<file path="config.mk">
export PLATFORM = sky130hd
export DESIGN_NAME = id_stage
export DESIGN_NICKNAME = d
export VERILOG_FILES = /design/src/rtl/id_stage.sv
export SDC_FILE = /design/constraint.sdc
export NUM_CORES = 1
export LEC_CHECK = 0
export BUFFER_PORTS_ARGS = -buffer_cell sky130_fd_sc_hd__buf_2
export CAP_MARGIN = 40
export CORE_UTILIZATION = 40
export DETAILED_ROUTE_END_ITERATION = 8
export HOLD_SLACK_MARGIN = 0.06
export PLACE_DENSITY = 0.67
export REMOVE_ABC_BUFFERS = 1
export SYNTH_ARGS = -nofsm -noshare
export SYNTH_HDL_FRONTEND = slang
export SYNTH_SLANG_ARGS = --single-unit
</file>
<file path="constraint.sdc">
create_clock -name clk -period 7 [get_ports clk]
set_clock_uncertainty 0.05 [all_clocks]
set_input_delay 0.7 -clock clk [delete_from_list [all_inputs] [get_ports clk]]
set_output_delay 0.7 -clock clk [all_outputs]
set_load 0.02 [all_outputs]
</file>
<file path="src/rtl/id_stage.sv">
// Instruction decode for the out-of-order MIPS32 core: combinational decoder
// feeding the ID->ROB pipeline register. Pending operands travel as ROB tags.
module id_stage (
    input  logic        clk,
    input  logic        rst,
    input  logic        flush,
    input  logic        stall_current_stage,
    input  logic        stall_next_stage,
    input  logic        is_branch_taken_in,
    input  logic [4:0]  pht_index_in,
    input  logic [31:0] pc_in,
    input  logic [31:0] inst_in,
    input  logic        reg_read_is_ref_1,
    input  logic        reg_read_is_ref_2,
    input  logic [31:0] reg_read_data_1,
    input  logic [31:0] reg_read_data_2,
    output logic        reg_read_en_1,
    output logic        reg_read_en_2,
    output logic [4:0]  reg_read_addr_1,
    output logic [4:0]  reg_read_addr_2,
    output logic        reg_write_en,
    output logic [4:0]  reg_write_addr,
    output logic        is_branch_taken_out,
    output logic [4:0]  pht_index_out,
    output logic        is_inst_branch,
    output logic        is_inst_jump,
    output logic        is_inst_branch_taken,
    output logic        is_inst_branch_determined,
    output logic [31:0] inst_branch_target,
    output logic        mem_write_flag,
    output logic        mem_read_flag,
    output logic        mem_sign_ext_flag,
    output logic [3:0]  mem_sel,
    output logic        mem_write_is_ref,
    output logic [31:0] mem_write_data,
    output logic [4:0]  cp0_addr,
    output logic        cp0_read_flag,
    output logic        cp0_write_flag,
    output logic        cp0_write_is_ref,
    output logic [31:0] cp0_write_data,
    output logic [2:0]  exception_type,
    output logic [5:0]  funct,
    output logic [4:0]  shamt,
    output logic        operand_is_ref_1,
    output logic        operand_is_ref_2,
    output logic [31:0] operand_data_1,
    output logic [31:0] operand_data_2,
    output logic [31:0] pc_out
);

    typedef struct packed {
        logic        rwe;
        logic [4:0]  rwa;
        logic        bt;
        logic [4:0]  pht;
        logic        br;
        logic        jmp;
        logic        tkn;
        logic        det;
        logic [31:0] tgt;
        logic        mw;
        logic        mr;
        logic        msx;
        logic [3:0]  msel;
        logic        mwref;
        logic [31:0] mwd;
        logic [4:0]  cp0a;
        logic        cp0r;
        logic        cp0w;
        logic        cp0wref;
        logic [31:0] cp0wd;
        logic [2:0]  exc;
        logic [5:0]  fn;
        logic [4:0]  sh;
        logic        oref1;
        logic        oref2;
        logic [31:0] op1;
        logic [31:0] op2;
        logic [31:0] pc;
    } uop_t;

    uop_t uop_d, uop_q;
    logic en1, en2, rsv, br_cond;

    logic [5:0]  opcode, fn_f;
    logic [4:0]  rs, rt, rd;
    logic [31:0] pc4, pc8, imm_s, imm_z, br_off, d1, d2;

    assign opcode = inst_in[31:26];
    assign rs     = inst_in[25:21];
    assign rt     = inst_in[20:16];
    assign rd     = inst_in[15:11];
    assign fn_f   = inst_in[5:0];
    assign pc4    = pc_in + 32'd4;
    assign pc8    = pc_in + 32'd8;
    assign imm_s  = {{16{inst_in[15]}}, inst_in[15:0]};
    assign imm_z  = {16'h0000, inst_in[15:0]};
    assign br_off = {{14{inst_in[15]}}, inst_in[15:0], 2'b00};
    assign d1     = reg_read_data_1;
    assign d2     = reg_read_data_2;

    always_comb begin
        uop_d   = '0;
        en1     = 1'b0;
        en2     = 1'b0;
        rsv     = 1'b0;
        br_cond = 1'b0;
        uop_d.pc  = pc_in;
        uop_d.bt  = is_branch_taken_in;
        uop_d.pht = pht_index_in;
        case (opcode)
            6'h00: begin
                if (fn_f inside {6'h00, 6'h02, 6'h03, 6'h04, 6'h06, 6'h07, [6'h10:6'h13],
                                 [6'h18:6'h1B], [6'h20:6'h27], 6'h2A, 6'h2B}) begin
                    en1 = !(fn_f inside {6'h00, 6'h02, 6'h03});
                    en2 = 1'b1;
                    uop_d.fn = fn_f;
                    uop_d.sh = inst_in[10:6];
                    uop_d.op1 = d1;
                    uop_d.oref1 = reg_read_is_ref_1;
                    uop_d.op2 = d2;
                    uop_d.oref2 = reg_read_is_ref_2;
                    uop_d.rwe = 1'b1;
                    uop_d.rwa = rd;
                end else if (fn_f inside {6'h08, 6'h09}) begin
                    en1 = 1'b1;
                    uop_d.jmp = 1'b1;
                    uop_d.tkn = 1'b1;
                    uop_d.det = !reg_read_is_ref_1;
                    uop_d.tgt = reg_read_is_ref_1 ? 32'd0 : d1;
                    if (fn_f == 6'h09) begin
                        // Link: the ALU computes pc+8 + 0 into rd.
                        uop_d.fn = 6'h21;
                        uop_d.op1 = pc8;
                        uop_d.rwe = 1'b1;
                        uop_d.rwa = rd;
                    end else begin
                        uop_d.fn = fn_f;
                        uop_d.op1 = d1;
                        uop_d.oref1 = reg_read_is_ref_1;
                    end
                end else if (fn_f == 6'h0C) begin
                    uop_d.exc = 3'd1;
                end else if (fn_f == 6'h0D) begin
                    uop_d.exc = 3'd2;
                end else begin
                    rsv = 1'b1;
                end
            end
            6'h02, 6'h03: begin
                uop_d.br = 1'b1;
                uop_d.jmp = 1'b1;
                uop_d.tkn = 1'b1;
                uop_d.det = 1'b1;
                uop_d.tgt = {pc4[31:28], inst_in[25:0], 2'b00};
                if (opcode == 6'h03) begin
                    uop_d.fn = 6'h21;
                    uop_d.op1 = pc8;
                    uop_d.rwe = 1'b1;
                    uop_d.rwa = 5'd31;
                end
            end
            6'h01, 6'h04, 6'h05, 6'h06, 6'h07: begin
                uop_d.br = 1'b1;
                uop_d.tgt = pc4 + br_off;
                en1 = 1'b1;
                uop_d.op1 = d1;
                uop_d.oref1 = reg_read_is_ref_1;
                if (opcode inside {6'h04, 6'h05}) begin
                    en2 = 1'b1;
                    uop_d.op2 = d2;
                    uop_d.oref2 = reg_read_is_ref_2;
                end
                uop_d.det = !reg_read_is_ref_1 && !(en2 && reg_read_is_ref_2);
                case (opcode)
                    6'h01: begin
                        br_cond = (rt == 5'd0) ? d1[31] : !d1[31];
                        rsv = (rt[4:1] != 4'd0);
                    end
                    6'h04:   br_cond = (d1 == d2);
                    6'h05:   br_cond = (d1 != d2);
                    6'h06:   br_cond = d1[31] || (d1 == 32'd0);
                    default: br_cond = !d1[31] && (d1 != 32'd0);
                endcase
                uop_d.tkn = uop_d.det && br_cond;
            end
            6'h08, 6'h09, 6'h0A, 6'h0B, 6'h0C, 6'h0D, 6'h0E: begin
                en1 = 1'b1;
                uop_d.op1 = d1;
                uop_d.oref1 = reg_read_is_ref_1;
                uop_d.op2 = (opcode >= 6'h0C) ? imm_z : imm_s;
                uop_d.rwe = 1'b1;
                uop_d.rwa = rt;
                case (opcode)
                    6'h08:   uop_d.fn = 6'h20;
                    6'h09:   uop_d.fn = 6'h21;
                    6'h0A:   uop_d.fn = 6'h2A;
                    6'h0B:   uop_d.fn = 6'h2B;
                    6'h0C:   uop_d.fn = 6'h24;
                    6'h0D:   uop_d.fn = 6'h25;
                    default: uop_d.fn = 6'h26;
                endcase
            end
            6'h0F: begin
                uop_d.fn = 6'h25;
                uop_d.op2 = {inst_in[15:0], 16'h0000};
                uop_d.rwe = 1'b1;
                uop_d.rwa = rt;
            end
            6'h10: begin
                if (inst_in == 32'h4200_0018) begin
                    uop_d.exc = 3'd3;
                end else if (rs == 5'd0) begin
                    uop_d.cp0r = 1'b1;
                    uop_d.cp0a = rd;
                    uop_d.rwe = 1'b1;
                    uop_d.rwa = rt;
                end else if (rs == 5'd4) begin
                    en2 = 1'b1;
                    uop_d.cp0w = 1'b1;
                    uop_d.cp0a = rd;
                    uop_d.cp0wd = d2;
                    uop_d.cp0wref = reg_read_is_ref_2;
                end else begin
                    rsv = 1'b1;
                end
            end
            6'h20, 6'h21, 6'h23, 6'h24, 6'h25, 6'h28, 6'h29, 6'h2B: begin
                // Address generation goes through the ALU as rs + sext(imm).
                en1 = 1'b1;
                uop_d.fn = 6'h21;
                uop_d.op1 = d1;
                uop_d.oref1 = reg_read_is_ref_1;
                uop_d.op2 = imm_s;
                uop_d.msel = (opcode[1:0] == 2'b00) ? 4'b0001 :
                             (opcode[1:0] == 2'b01) ? 4'b0011 : 4'b1111;
                if (opcode[3]) begin
                    en2 = 1'b1;
                    uop_d.mw = 1'b1;
                    uop_d.mwd = d2;
                    uop_d.mwref = reg_read_is_ref_2;
                end else begin
                    uop_d.mr = 1'b1;
                    uop_d.msx = !opcode[2];
                    uop_d.rwe = 1'b1;
                    uop_d.rwa = rt;
                end
            end
            default: rsv = 1'b1;
        endcase
        if (rsv) begin
            uop_d     = '0;
            uop_d.pc  = pc_in;
            uop_d.bt  = is_branch_taken_in;
            uop_d.pht = pht_index_in;
            uop_d.exc = 3'd4;
            en1 = 1'b0;
            en2 = 1'b0;
        end
        if (uop_d.rwa == 5'd0) uop_d.rwe = 1'b0;
        if (rst) begin
            uop_d = '0;
            en1 = 1'b0;
            en2 = 1'b0;
        end
    end

    assign reg_read_en_1   = en1;
    assign reg_read_en_2   = en2;
    assign reg_read_addr_1 = rst ? 5'd0 : rs;
    assign reg_read_addr_2 = rst ? 5'd0 : rt;

    always_ff @(posedge clk or posedge rst) begin
        if (rst)                                            uop_q <= '0;
        else if (flush)                                     uop_q <= '0;
        else if (stall_current_stage && !stall_next_stage)  uop_q <= '0;
        else if (!stall_current_stage)                      uop_q <= uop_d;
    end

    assign reg_write_en              = uop_q.rwe;
    assign reg_write_addr            = uop_q.rwa;
    assign is_branch_taken_out       = uop_q.bt;
    assign pht_index_out             = uop_q.pht;
    assign is_inst_branch            = uop_q.br;
    assign is_inst_jump              = uop_q.jmp;
    assign is_inst_branch_taken      = uop_q.tkn;
    assign is_inst_branch_determined = uop_q.det;
    assign inst_branch_target        = uop_q.tgt;
    assign mem_write_flag            = uop_q.mw;
    assign mem_read_flag             = uop_q.mr;
    assign mem_sign_ext_flag         = uop_q.msx;
    assign mem_sel                   = uop_q.msel;
    assign mem_write_is_ref          = uop_q.mwref;
    assign mem_write_data            = uop_q.mwd;
    assign cp0_addr                  = uop_q.cp0a;
    assign cp0_read_flag             = uop_q.cp0r;
    assign cp0_write_flag            = uop_q.cp0w;
    assign cp0_write_is_ref          = uop_q.cp0wref;
    assign cp0_write_data            = uop_q.cp0wd;
    assign exception_type            = uop_q.exc;
    assign funct                     = uop_q.fn;
    assign shamt                     = uop_q.sh;
    assign operand_is_ref_1          = uop_q.oref1;
    assign operand_is_ref_2          = uop_q.oref2;
    assign operand_data_1            = uop_q.op1;
    assign operand_data_2            = uop_q.op2;
    assign pc_out                    = uop_q.pc;

endmodule

</file>
==> impl_metrics.tcl, run 1 <==
set metrics [dict create \
    status "finished, final reports clean" \
    peakVddDrop_mv 0.177 \
    die_w_microns 184 \
    stdcell_count 2195 \
    n_antenna_cell 0 \
    setup_viol 0 \
    slowest_delay_ns 0.78 \
    drt_pass1_iterations 6 \
    cts.path.max_buffers 3 \
    slew_violations 0 \
    vias 12900 \
    synth.area.top_cells "dfrtp_1, a22o_1, nand2_1" \
    cp-start-kind "primary input" \
    drtIter0Drc 1084 \
    cp-end-kind "flop" \
    slew_headroom_pct 28.5 \
    ctsResizeCount 0 \
    synthesis.area_sq_mm 0.0133 \
    ys_seq_elements 239 \
    antenna_found_initial 0 \
    synth_area_per_cell_sq_um 9.56 \
    synthMostInstantiatedCell "dfrtp_1" \
    postPlaceCellArea_sq_mm 0.0157 \
    clkLatencyLatePin_ns 0.57 \
    place_hpwl_mm 38.4 \
    final_area_sq_mm 0.0166 \
    remaining_drc_errors 0 \
    power.density_mw_per_mm2 204 \
    critPathKind "primary input to flop" \
    wl_mm 52.3 \
    die_area_sq_mm 0.0340 \
    synth_area_leader_cell "dfrtp_1" \
    cpMaxStageDelayCell "a2111oi_0" \
    synth_edf_count 0 \
    pin_count 393 \
    ys_types 79 \
    cap_violations 0 \
    die_h_microns 184 \
    grt_pass1_wl_mm 77.5 \
    worstPathRequired_ns 7.38 \
    ctsHtreeMaxLevel 1 \
    start_util_pct 40.8 \
    worstHoldStart "pht_index_in[1]" \
    final.min_clock_period_ns 4.12 \
    grt_pass1_vias 12300 \
    synthCells 1394 \
    cts_root_buf "clkbuf_16" \
    cts_tree "built" \
    setup_ws_ns 2.88 \
    via_per_inst 5.87 \
    worstPathArrival_ns 4.50 \
    critPathTopFamily "compound AO/OA/AOI/OAI gates" \
    numCtsBuffers 28 \
    worst_pin_slew_ns 1.07 \
    grt_max_degree 190 \
    dp.cells 2143 \
    yosys_warnings 0 \
    overflow 0 \
    place.gp.congestion 0.909 \
    synth-seq-area-share_pct 44.9 \
    core_sq_mm 0.0326 \
    ant_nets 0 \
    finalHoldViolCount 0 \
    crit_chain "buf_2, ha_1, nand2_1, nor3_1, and4_1, xor2_1, ha_1, a2111oi_0, a211oi_1, o221ai_1, o21ai_0, xnor2_1, o21ai_0" \
    clk_pin_slew_ns 0.06 \
    synthToLayoutAreaGrowth_pct 24.7 \
    num_rows 66 \
    grt_usage_pct 30.0 \
    nets 1909 \
    final_core_util_pct 50.9 \
    cts_sinks 239 \
    post_drt_wl_per_cell_microns 23.8 \
    p_leak_nw 8.14 \
    setup_tns_ns 0 \
    synth_top_area_share_pct 44.9 \
    port-buffer-count 392 \
    startpoint "pc_in[4]" \
    synth_commonest_cells "dfrtp_1, nand2_1, a22o_1" \
    worstReg2RegStart "inst_branch_target[24]$_DFFE_PP0P_" \
    ctsHoldBuffers 0 \
    postCtsSetupBuffers 0 \
    place_ws_ns 2.40 \
    ys.flop_type "dfrtp_1" \
    p_total_mw 3.39 \
    fmax_mhz 242 \
    period_share_pct 58.9 \
    rsz0062_at_grt "no" \
    hold_class "primary input to flop" \
    cp_max_fo 8 \
    async_reset_ff_share_pct 100 \
    drive_above_1_share_pct 28.0 \
    hold_slack_ns 0.296 \
    crit_buf_inv 1 \
]
[per-layer routing]
| metal | track usage, % | wire length, microns | part of all wire [%] | vias up |
|---|---|---|---|---|
| met2 | 49.0 | 24300 | 46 | 595 |
| met4 | 7.70 | 1100 | 2.1 | 0 |
| met5 | 0 | 0 | 0 | - |
| met3 | 4.96 | 4170 | 8.0 | 69 |
| met1 | 41.3 | 22700 | 43 | 6401 |
| li1 | - | - | - | 5830 |
[final cells by class]
cell class / instances / area, sq um
inverter: 21 / 86.3
tap: 442 / 553
clock inverter: 16 / 156
fill: 3096 / 16000
sequential: 239 / 5980
timing repair buffer: 414 / 2190
clock buffer: 36 / 761
multi-input combinational: 1027 / 6880
[cell usage in the layout, fill, tap and decap left out, types with 6 or more instances in the layout]
cell type	instances
a31oi_1	6
a21o_1	18
nor2b_1	20
a222oi_1	12
clkbuf_16	28
o221ai_1	8
and3_1	7
nor3_1	13
nor2_1	65
xor2_1	62
xnor2_1	52
dfrtp_1	239
buf_2	393
a21oi_1	45
buf_4	16
a22o_1	116
nor4_1	22
a221oi_1	20
a22oi_1	65
o21ai_0	114
nand3_1	29
nand2b_1	6
nand4_1	21
inv_1	19
a211oi_1	9
o21ai_1	15
clkinv_2	8
ha_1	36
and2_1	7
nand2_1	172
[power breakdown]
group / switching, mW / internal, mW
clock network: 0.628 / 0.845
logic: 0.349 / 0.170
registers: 0.00518 / 1.39
total: 0.982 / 2.41
[sequential cells by signal, indices dropped and copies added (netlist names), 3 cells and up]
| register | flops |
|---|---|
| cp0_addr | 5 |
| cp0_write_data | 32 |
| exception_type | 3 |
| funct | 6 |
| inst_branch_target | 32 |
| mem_sel | 3 |
| mem_write_data | 32 |
| operand_data_1 | 32 |
| operand_data_2 | 32 |
| pc_out | 32 |
| pht_index_out | 5 |
| reg_write_addr | 5 |
| shamt | 5 |
[worst reg2reg max path: stages (launching register included)]
cell	delay (ns)
dfrtp_1	0.42
nand2_1	0.07
o21ai_0	0.12
a311oi_1	0.22
nand2_1	0.07
[final timing paths]
kind / to / slack, ns / cells past startpoint
max reg2reg: inst_branch_target[24]$_DFFE_PP0P_ / 5.92 / 4
max in group asynchronous: cp0_write_data[22]$_DFFE_PP0P_ / 4.74 / 7
max: inst_branch_target[30]$_DFFE_PP0P_ / 2.88 / 13
min in group asynchronous: inst_branch_target[20]$_DFFE_PP0P_ / 0.34 / 3
min: pht_index_out[1]$_DFFE_PP0P_ / 0.30 / 2
min reg2reg: mem_sel[0]$_DFFE_PP0P_ / 0.42 / 2
[cells by family (layout without fill, tap and decap cells)]
| logic type | after synthesis | after routing | synth area share, % |
|---|---|---|---|
| flip-flops | 239 | 239 | 44.9 |
| AND/OR/NAND/NOR | 400 | 400 | 14.6 |
| adder cells (fa/ha/maj) | 37 | 37 | 3.53 |
| buffers and inverters | 128 | 487 | 4.06 |
| multiplexers | 1 | 1 | 0.0751 |
| XOR/XNOR | 114 | 114 | 7.50 |
| AO/OA/AOI/OAI | 475 | 475 | 25.4 |
Power figures use the tool's default switching activity.
==> run 2, diff against run 1 <==
clock period = 3.4 ns   (was 7 ns; I/O delays follow)
==> run 2 against run 1 <==
Setup slack worse by 2.7 ns. Critical path depth up 2. Power up 110%. Die area unchanged. Core utilization up 3.6 points. Largest power group is now sequential cells.
==> impl_metrics.tcl, run 2 (same netlist as run 1, synthesis figures left out) <==
set metrics [dict create \
    status "finished, final reports clean" \
    stdcell_count 2335 \
    die_h_microns 184 \
    period_share_pct 95.8 \
    overflow 0 \
    clock_power_share_pct 41.1 \
    worstPathRequired_ns 3.84 \
    cp-start-kind "primary input" \
    port-buffer-count 392 \
    cts_sinks 239 \
    synthToLayoutAreaGrowth_pct 33.4 \
    start_util_pct 40.8 \
    ant_nets 0 \
    place_hpwl_mm 40.3 \
    remaining_drc_errors 0 \
    r2r_slack_ns 2.37 \
    rsz0062_at_grt "no" \
    setup_ws_ns 0.143 \
    grt_max_degree 186 \
    nets 2057 \
    finalHoldViolCount 0 \
    pin_count 393 \
    place.gp.congestion 0.927 \
    cp_max_fo 6 \
    worstPathArrival_ns 3.70 \
    postPlaceCellArea_sq_mm 0.0165 \
    cts_root_buf "clkbuf_16" \
    power.density_mw_per_mm2 393 \
    mostFrequentLayoutCell "buf_2" \
    postCtsSetupBuffers 0 \
    grt_usage_pct 31.5 \
    combPwrFrac_pct 17.7 \
    via_per_inst 5.78 \
    multiInputGateArea_sq_mm 0.00689 \
    vias 13500 \
    drt_pass1_iterations 5 \
    clkLatencyLatePin_ns 0.54 \
    grt_pass1_wl_mm 81.0 \
    p_total_mw 6.97 \
    wl_mm 54.2 \
    r2r_cells 4 \
    p_leak_nw 8.80 \
    place_ws_ns -0.284 \
    slew_headroom_pct 27.1 \
    numCtsBuffers 28 \
    cp-endpoint "inst_branch_target[31]$_DFFE_PP0P_" \
    drive_above_1_share_pct 31.2 \
    post_drt_wl_per_cell_microns 23.2 \
    switchingPower_mw 1.98 \
    cts.path.max_buffers 3 \
    final_area_sq_mm 0.0178 \
    die_w_microns 184 \
    nFillCells 2976 \
    core_sq_mm 0.0326 \
    final.min_clock_period_ns 3.26 \
    grt_pass1_vias 13200 \
    r2r_end "inst_branch_target[24]$_DFFE_PP0P_" \
    die_area_sq_mm 0.0340 \
    cp-end-kind "flop" \
    cts_tree "built" \
    drtIter0Drc 1068 \
    dp.cells 2247 \
    internal_power_mw 5.00 \
    num_rows 66 \
    hold_class "primary input to flop" \
    critPathKind "primary input to flop" \
    n_antenna_cell 0 \
    slew_violations 0 \
    clk_pin_slew_ns 0.07 \
    peakVddDrop_mv 0.375 \
    fmax_mhz 307 \
    ctsHtreeMaxLevel 1 \
    seq_area_sq_mm 0.00598 \
    startpoint "pc_in[16]" \
    worstReg2RegStart "inst_branch_target[24]$_DFFE_PP0P_" \
    p_sw_share_pct 28.4 \
    cap_violations 0 \
    final_cell_mix "buf_2, dfrtp_1, nand2_1" \
    worst_pin_slew_ns 1.09 \
    antenna_found_initial 0 \
    holdPathStages 2 \
    setup_viol 0 \
    final_core_util_pct 54.5 \
    sequentialPowerShare_pct 41.3 \
]
run 2: cell types whose count changed in the layout (fill, tap and decap cells not counted), moves of 2 or more:
cell,change
clkinvlp_4,-2
buf_4,+104
clkinv_2,-4
dlygate4sd3_1,+44
inv_6,-2
buf_16,-2
buf_12,+3
run 2: final cells by class:
| type | count | share of cell area, % |
|---|---|---|
| tap | 442 | 3.11 |
| inverter | 21 | 0.486 |
| clock inverter | 8 | 0.465 |
| timing repair buffer | 562 | 19.2 |
| clock buffer | 36 | 4.34 |
| sequential | 239 | 33.7 |
| multi-input combinational | 1027 | 38.8 |
run 2: repair_timing:
item                                   in CTS  in global routing
hold buffers                               44                  0
resized for setup                           0                  2
endpoints found under the hold margin     122                  0
setup endpoints to repair                   0                  2
run 2: worst max-delay path, cell delays in order:
cell           delay [ns]
dlygate4sd3_1        0.53
buf_2                0.18
and4_1               0.23
and3_1               0.23
nand4_1              0.13
buf_4                0.19
xnor2_2              0.15
ha_1                 0.34
a21oi_1              0.22
o21ai_0              0.12
a21o_1               0.18
a21oi_1              0.22
o21ai_1              0.14
a2111o_1             0.43
nand2_1              0.07
run 2: power groups by stage:
stage	registers (mW)	logic (mW)	clock network, mW
6_report	2.88	1.23	2.86
5_1_grt	2.88	1.33	3.01
4_1_cts	2.88	1.22	2.92
3_5_place_dp	2.93	1.18	0
3_3_place_gp	2.93	1.17	0
2_1_floorplan	2.95	0.539	0
run 2: worst min-delay path by stage:
stage	startpoint	endpoint
2_1_floorplan	inst_in[28]	mem_sign_ext_flag$_DFFE_PP0P_
3_3_place_gp	operand_data_2[11]$_DFFE_PP0P_	operand_data_2[11]$_DFFE_PP0P_
3_5_place_dp	mem_sel[0]$_DFFE_PP0P_	mem_sel[0]$_DFFE_PP0P_
4_1_cts	reg_read_data_2[16]	cp0_write_data[16]$_DFFE_PP0P_
5_1_grt	reg_read_data_2[21]	cp0_write_data[21]$_DFFE_PP0P_
6_report	pc_in[25]	pc_out[25]$_DFFE_PP0P_
run 2: stage by stage:
stage	setup TNS [ns]	hold WS, ns
final	0	0.0790
after detailed placement	-2.22	0.409
after CTS	0	0.0646
after global placement	-1.85	0.408
after floorplan	-2051.84	0.388
after global routing	0	0.0670
run 2: per-layer routing:
metal	vias up	share of wire, %	global-route usage (%)
li1	6114	-	-
met1	6682	43	42.9
met2	627	47	51.2
met3	77	7.9	5.57
met4	0	2.8	8.93
met5	-	0	0
